**src/rtl/serial_adder_pkg.sv**
```systemverilog
// Shared definitions for the serial adder: FSM encodings and the cycles-per-add helper.
package serial_adder_pkg;

    localparam logic [1:0] ST_IDLE = 2'd0;
    localparam logic [1:0] ST_RUN  = 2'd1;
    localparam logic [1:0] ST_DONE = 2'd2;

    // Guarded against DIGIT<1 so the configuration check, not a divide-by-zero, reports the problem.
    function automatic int steps_f(input int width, input int digit);
        return (digit > 0) ? (width / digit) : 1;
    endfunction

endpackage

```
**src/rtl/adder_slice.sv**
```systemverilog
// DIGIT-bit ripple adder: a chain of full adders, each built from two half_adder cells and an OR.
module adder_slice #(
    parameter int DIGIT = 1
) (
    input  logic [DIGIT-1:0] x,
    input  logic [DIGIT-1:0] y,
    input  logic             ci,
    output logic [DIGIT-1:0] s,
    output logic             co
);

    logic [DIGIT:0] c;

    assign c[0] = ci;
    assign co   = c[DIGIT];

    for (genvar i = 0; i < DIGIT; i++) begin : g_fa
        logic p, g0, g1;

        half_adder u_ha0 (.a(x[i]), .b(y[i]), .sum(p),    .carry(g0));
        half_adder u_ha1 (.a(p),    .b(c[i]), .sum(s[i]), .carry(g1));

        assign c[i+1] = g0 | g1;
    end

endmodule

```
**src/rtl/half_adder.sv**
```systemverilog
// Combinational half-adder cell: one-bit sum and carry of two inputs.
module half_adder (
    input  logic a,
    input  logic b,
    output logic sum,
    output logic carry
);

    assign sum   = a ^ b;
    assign carry = a & b;

endmodule

```
**src/rtl/serial_adder.sv**
```systemverilog
// Multi-cycle adder, DIGIT bits per clock with a registered carry and valid/ready on both sides.
// Define SERIAL_ADDER_OVF_EN to add the two's-complement overflow output ovf.
module serial_adder
    import serial_adder_pkg::*;
#(
    parameter int WIDTH = 8,
    parameter int DIGIT = 1
) (
    input  logic             clk,
    input  logic             rst_n,
    input  logic             in_valid,
    output logic             in_ready,
    input  logic [WIDTH-1:0] a,
    input  logic [WIDTH-1:0] b,
    input  logic             cin,
    output logic             out_valid,
    input  logic             out_ready,
    output logic [WIDTH-1:0] sum,
`ifdef SERIAL_ADDER_OVF_EN
    output logic             ovf,
`endif
    output logic             cout
);

    localparam int STEPS = steps_f(WIDTH, DIGIT);
    localparam int CW    = $clog2(STEPS + 1);

    if (DIGIT < 1) begin : g_bad_digit
        $error("serial_adder: DIGIT must be >= 1");
    end else if ((WIDTH % DIGIT) != 0) begin : g_bad_width
        $error("serial_adder: WIDTH must be a multiple of DIGIT");
    end

    logic [1:0]       state;
    logic [WIDTH-1:0] acc;
    logic [WIDTH-1:0] b_sh;
    logic             carry;
    logic [CW-1:0]    count;

    logic [DIGIT-1:0] slice_s;
    logic             slice_co;
    logic [WIDTH-1:0] acc_next;
    logic             last;

    adder_slice #(.DIGIT(DIGIT)) u_slice (
        .x  (acc[DIGIT-1:0]),
        .y  (b_sh[DIGIT-1:0]),
        .ci (carry),
        .s  (slice_s),
        .co (slice_co)
    );

    // acc starts as operand A and doubles as the result register: each slice sum enters
    // at the MSB end as the consumed A digit leaves the LSB end.
    if (DIGIT == WIDTH) begin : g_one_step
        assign acc_next = slice_s;
    end else begin : g_multi_step
        assign acc_next = {slice_s, acc[WIDTH-1:DIGIT]};
    end

    assign last      = (count == CW'(STEPS - 1));
    assign in_ready  = (state == ST_IDLE);
    assign out_valid = (state == ST_DONE);

    always_ff @(posedge clk) begin
        if (!rst_n) begin
            state <= ST_IDLE;
            acc   <= '0;
            b_sh  <= '0;
            carry <= 1'b0;
            count <= '0;
            sum   <= '0;
            cout  <= 1'b0;
`ifdef SERIAL_ADDER_OVF_EN
            ovf   <= 1'b0;
`endif
        end else begin
            case (state)
                ST_IDLE: begin
                    if (in_valid) begin
                        acc   <= a;
                        b_sh  <= b;
                        carry <= cin;
                        count <= '0;
                        state <= ST_RUN;
                    end
                end
                ST_RUN: begin
                    acc   <= acc_next;
                    b_sh  <= b_sh >> DIGIT;
                    carry <= slice_co;
                    count <= count + CW'(1);
                    if (last) begin
                        sum   <= acc_next;
                        cout  <= slice_co;
`ifdef SERIAL_ADDER_OVF_EN
                        // Carry into the top bit is recovered from that bit's own operands and sum.
                        ovf   <= acc[DIGIT-1] ^ b_sh[DIGIT-1] ^ slice_s[DIGIT-1] ^ slice_co;
`endif
                        state <= ST_DONE;
                    end
                end
                ST_DONE: begin
                    if (out_ready) state <= ST_IDLE;
                end
                default: state <= ST_IDLE;
            endcase
        end
    end

endmodule

```
**config.mk**
```make
export PLATFORM = sky130hd
export DESIGN_NAME = serial_adder
export DESIGN_NICKNAME = d
export VERILOG_FILES = /design/src/rtl/serial_adder_pkg.sv /design/src/rtl/adder_slice.sv /design/src/rtl/half_adder.sv /design/src/rtl/serial_adder.sv
export SDC_FILE = /design/constraint.sdc
export NUM_CORES = 1
export LEC_CHECK = 0
export CAP_MARGIN = 20
export CORE_MARGIN = 4
export CORE_UTILIZATION = 45
export CTS_BUF_LIST = sky130_fd_sc_hd__clkbuf_16
export CTS_CLUSTER_SIZE = 12
export DETAILED_ROUTE_END_ITERATION = 16
export GPL_TIMING_DRIVEN = 0
export PLACE_DENSITY = 0.71
export SLEW_MARGIN = 15
export SYNTH_ARGS = -nofsm -noshare
export SYNTH_HDL_FRONTEND = slang
export SYNTH_SLANG_ARGS = --single-unit
```
**constraint.sdc**
```tcl
create_clock -name clk -period 1.1 [get_ports clk]
set_input_delay 0.22 -clock clk [delete_from_list [all_inputs] [get_ports clk]]
set_output_delay 0.22 -clock clk [all_outputs]
set_load 0.005 [all_outputs]
```
Yosys cells after proc, flatten, opt, wreduce, memory -nomap -nowiden --
Cells that the tools add are included.
Word-level totals: register bits after elaboration 32, bits in latches 0, RAM bits 0, ROM bits 0, output and inout bits 11, word-level logic and storage cells 36, memories kept 0
Operators by class: add/sub/neg operators 1, multiply operators 0, divide/modulo/power cells 0, magnitude comparators 0, equality and inequality tests 6, shift-type cells 0, mux-type cells 12, bitwise gates (word level) 5, reductions and logical operators 5
Operator list (number):
- $pmux 8 s2 | 2
- $mux 8 | 2
- $pmux 4 s2 | 1
- $mux 2 | 3
- $pmux 2 s3 | 1
- $add 4x1->4 const B | 1
- $eq 4x3->1 const B | 1
- $mux 4 | 1
- $ne 2x2->1 const B | 2
- $reduce_and 2->1 | 2
- $reduce_and 3->1 | 1
- $and 1x1->1 | 2
- $eq 2x1->1 const B | 1
- $eq 2x2->1 const B | 1
- $logic_not 2->1 | 1
- $ne 2x1->1 const B | 1
- $pmux 1 s2 | 1
- $reduce_bool 2->1 | 1
- $xor 1x1->1 | 2
- $mux 1 | 1
- $or 1x1->1 | 1

Depth between registers and ports, before layout --
depth in word-level cells 4, gate-level depth with buffers 5, mapped depth without buffers 4

Hierarchy --
Synthesis repeated with hierarchy kept, for this count alone.
Second synthesis, totals: cells, all modules 162, area total of the unflattened synthesis 1408.9 µm²
By module, submodules not included:
- serial_adder | instances 1, cells each 159, area an instance 1377.6 µm², seq. area each 640.6 µm²
- half_adder | instances 2, cells each 1, area an instance 12.5 µm², seq. area each 0.0 µm²
- adder_slice | instances 1, cells each 1, area an instance 6.3 µm², seq. area each 0.0 µm²

Worst setup path after synthesis --
OpenSTA, ideal clock, no wires.
kind register -> register, from register state[1], to register acc[3], library setup time 0.133 ns, arrival time 1.064 ns, setup slack -0.097 ns, stages on the path, launching flop included 5, path buffers 1, path through dfxtp_1 buf_2 or3b_2 o21ai_0 a21oi_1
On the way: word-level cells in the longest chain between the ends 3
RTL lines:
- start: declaration | line serial_adder.sv:34 | logic [1:0] state;
- start signal: assignment | line serial_adder.sv:67 | state <= ST_IDLE;
- start signal: assignment | line serial_adder.sv:85 | state <= ST_RUN;
- start signal: assignment | line serial_adder.sv:100 | state <= ST_DONE;
- $eq 2x1->1 or $logic_not 2->1 (tied branches) | line serial_adder.sv:78 | case (state)
- $reduce_bool 2->1 (no line) or $ne 2x2->1 (tied branches)
- $reduce_and 2->1 (no line)
- end signal: assignment | line serial_adder.sv:89 | acc <= acc_next;
- end: declaration | line serial_adder.sv:35 | logic [WIDTH-1:0] acc;
Parallel ways exist; a longest one is shown, timed or not. A chain may end at the register's enable or synchronous reset.

Worst setup path after layout --
from register state[1], to output in_ready
On the way: word-level cells in the longest chain between the ends 1
RTL lines:
- $logic_not 2->1 | line serial_adder.sv:62 | assign in_ready = (state == ST_IDLE);
- end: declaration | line serial_adder.sv:12 | output logic in_ready,
No other way between the ends.

==> impl_metrics.ini <==
[floorplan]
die_y_microns = 65.2
die_area_sq_mm = 0.00425
start_util = 0.475
die_x_microns = 65.2
coreArea_sq_mm = 0.00310
row_count = 20
io_pins = 32

[layout]
syn_to_final_growth_pct = 61.5
final_layout_size_suffix_gt1_frac = 0.398
utilization = 0.767
n_antenna_cell = 0
nets = 238

[worst_setup_path]
worstSetupPathType = flop to output port
crit_required_ps = 880
arrival_ps = 1060
r2r_setup_slack_ps = -170
cp_max_fo = 5
startpoint_type = flop
crit_path_end_kind = output port

[routing]
routedWlPerCell_microns = 17.3
via_per_inst = 5.70
postRouteAntennaNets = 0
first_pass_iters = 4
drt_iter0_drc = 81
vias = 1483
route.detailed.drc = 0
finalWirelength_microns = 4490

[clock_network]
clock_latency_ps = 270
clkSlewWorstSetupHoldPaths_ps = 50
h-tree-depth = 2
numClockSinks = 32
cts_root_buf = clkbuf_16
clock_path_buffers = 2
cts_tree = built
cts_buffers = 5

[sta]
fin_skew_ps = 2.88
fin_crit_ps = 1280
maxSlewViolCount = 0
grt_setup_unrepaired = yes
hold_viol = 0
finalSetupViolCount = 34
layout_setup_ws_ps = -178
fin_crit_sh = 1.16
relSlewSlack = 0.496
max_slew.worst_pin.slew_ps = 757
fmax_mhz = 783

[power_and_ir_drop]
powerDensity_mw_per_mm2 = 1270
comb_power_share = 0.149
swShare = 0.248
pwr-share-clk = 0.419
power_switching_w = 0.000748
pwr-share-seq = 0.432
leakagePower_nw = 0.899
ir_worst_vdd_mv = 1.03
intPower_w = 0.00227

[logic_synthesis]
netlist.top_cell.by_area = dfxtp_1
synth-seq-area-share = 0.435
synth.area.top_cells = dfxtp_1 44%, o221ai_1 8.3%, mux2i_1 6.8%
syn_inst = 164
synth-edff-count = 0
synth_top_cell_area_share = 0.435
syn-num-nets = 187
synth.distinct_cells = 32
async_flop_share = 0
synth_area_sq_mm = 0.00147
synth_warnings = 0
avgSynthCellArea_sq_um = 8.98
synthFlopType = dfxtp_1
ys_seq_elements = 32

[place]
pre_cts_slack_ps = -611
gp_congestion = 0.747
hpwl_microns = 2600
io_buffer_count = 29

[global_route]
grt-ovfl-total = 0
grt_max_degree = 11
first_global_vias = 1364
grt_usage = 0.195
antenna_found_initial = 0
grt_pass1_wl_microns = 6310

[status]
outcome = finished with violations
violations = setup timing

[run]
maxCapViolCount = 0

[min_path]
hold_class = primary input to flop
[power by group through the flow]
stage	Clock, W	Combinational, W	Sequential, W
after CTS	0.00127	0.000368	0.00129
after global routing	0.00135	0.000487	0.00131
after global placement	0	0.000318	0.00131
final	0.00126	0.000451	0.00131
after detailed placement	0	0.000329	0.00131
after floorplan	0	0.000211	0.00129
[kinds of logic after synthesis]
logic type | after synthesis | synth area share
DFF | 32 | 0.435
buffers and inverters | 16 | 0.0510
AOI/OAI and AO/OA | 58 | 0.257
and+or+nand+nor | 46 | 0.167
adders and majority gates | 2 | 0.0221
muxes | 10 | 0.0680
[placed cells by master, fill, tap and decap left out, types with 4 or more instances in the layout]
master | netlist | routed
a21oi_1 | 17 | 10
a21oi_2 | 0 | 7
buf_2 | 6 | 5
buf_4 | 0 | 11
buf_6 | 1 | 5
clkbuf_1 | 6 | 4
clkbuf_16 | 0 | 6
clkdlybuf4s50_1 | 0 | 18
dfxtp_1 | 32 | 25
dfxtp_4 | 0 | 4
dlygate4sd2_1 | 0 | 8
mux2i_1 | 10 | 10
nand2_1 | 20 | 20
o21ai_2 | 0 | 6
o221ai_1 | 14 | 9
o221ai_2 | 0 | 5
o22ai_2 | 0 | 8
or3b_4 | 0 | 7
[metrics by stage]
step	hold WS, ps	area (sq um)	power [W]	setup TNS (ps)	instances
finish	307	2380	0.00302	-3320	260
global route	326	2380	0.00315	-4650	260
CTS	287	2130	0.00293	-3160	253
detailed placement	445	1840	0.00164	-6380	237
global placement	441	1840	0.00162	-5230	237
floorplan	427	1500	0.00150	-792	164
[what timing repair did]
action / in CTS / in global routing
pin swaps: 16 / 18
hold buffers: 0 / 0
gates resized for setup: 55 / 40
gates cloned: 1 / 1
buffers inserted: 7 / 8
endpoints found under the setup margin: 42 / 34
[routing by layer]
layer | global-route usage | share of wire
met4 | 0.0544 | 0.021
met5 | 0 | 0
met2 | 0.338 | 0.52
met3 | 0.0684 | 0.047
met1 | 0.227 | 0.41
[registers in the layout, indices dropped and copies added, names as in the netlist]
| name | flops |
|---|---|
| sum | 8 |
| cout | 1 |
| count | 4 |
| state | 2 |
| carry | 1 |
| acc | 8 |
| b_sh | 8 |
[worst max-delay path: stages (launching register included)]
cell	delay, ps
dfxtp_4	360
buf_6	130
buf_6	130
nor2_4	60
buf_2	110
[synthesized netlist by cell type (2+ instances only)]
cell,instances
clkbuf_1,6
nor2b_1,3
o221ai_1,14
mux2i_1,10
nand2b_1,3
clkinv_1,2
or3b_2,7
o22ai_1,8
a21oi_1,17
dfxtp_1,32
nand3_1,3
nand2_1,20
o21ai_0,10
nor2_1,5
buf_2,6
a31oi_1,2
[cell type report]
class / count / area [sq um]
plain buffers: 13 / 98.8
clock buffers: 5 / 125
clock inverters: 3 / 11.3
fillers: 220 / 724
inverters: 3 / 17.5
multi-input cells: 116 / 991
flip-flops and latches: 32 / 659
well taps: 44 / 55.1
repair buffers: 44 / 420
[final timing paths]
check                                            end  cells after the start                   from
worst max-delay path                        in_ready                      4  state[1]$_SDFFE_PN0P_
worst min-delay path            b_sh[0]$_SDFFE_PN0P_                      3                  rst_n
worst max register to register   acc[5]$_SDFFE_PN0P_                      5  state[1]$_SDFFE_PN0P_
worst min register to register   sum[7]$_SDFFE_PN0P_                      2    sum[7]$_SDFFE_PN0P_
Power figures use the tool's default switching activity.
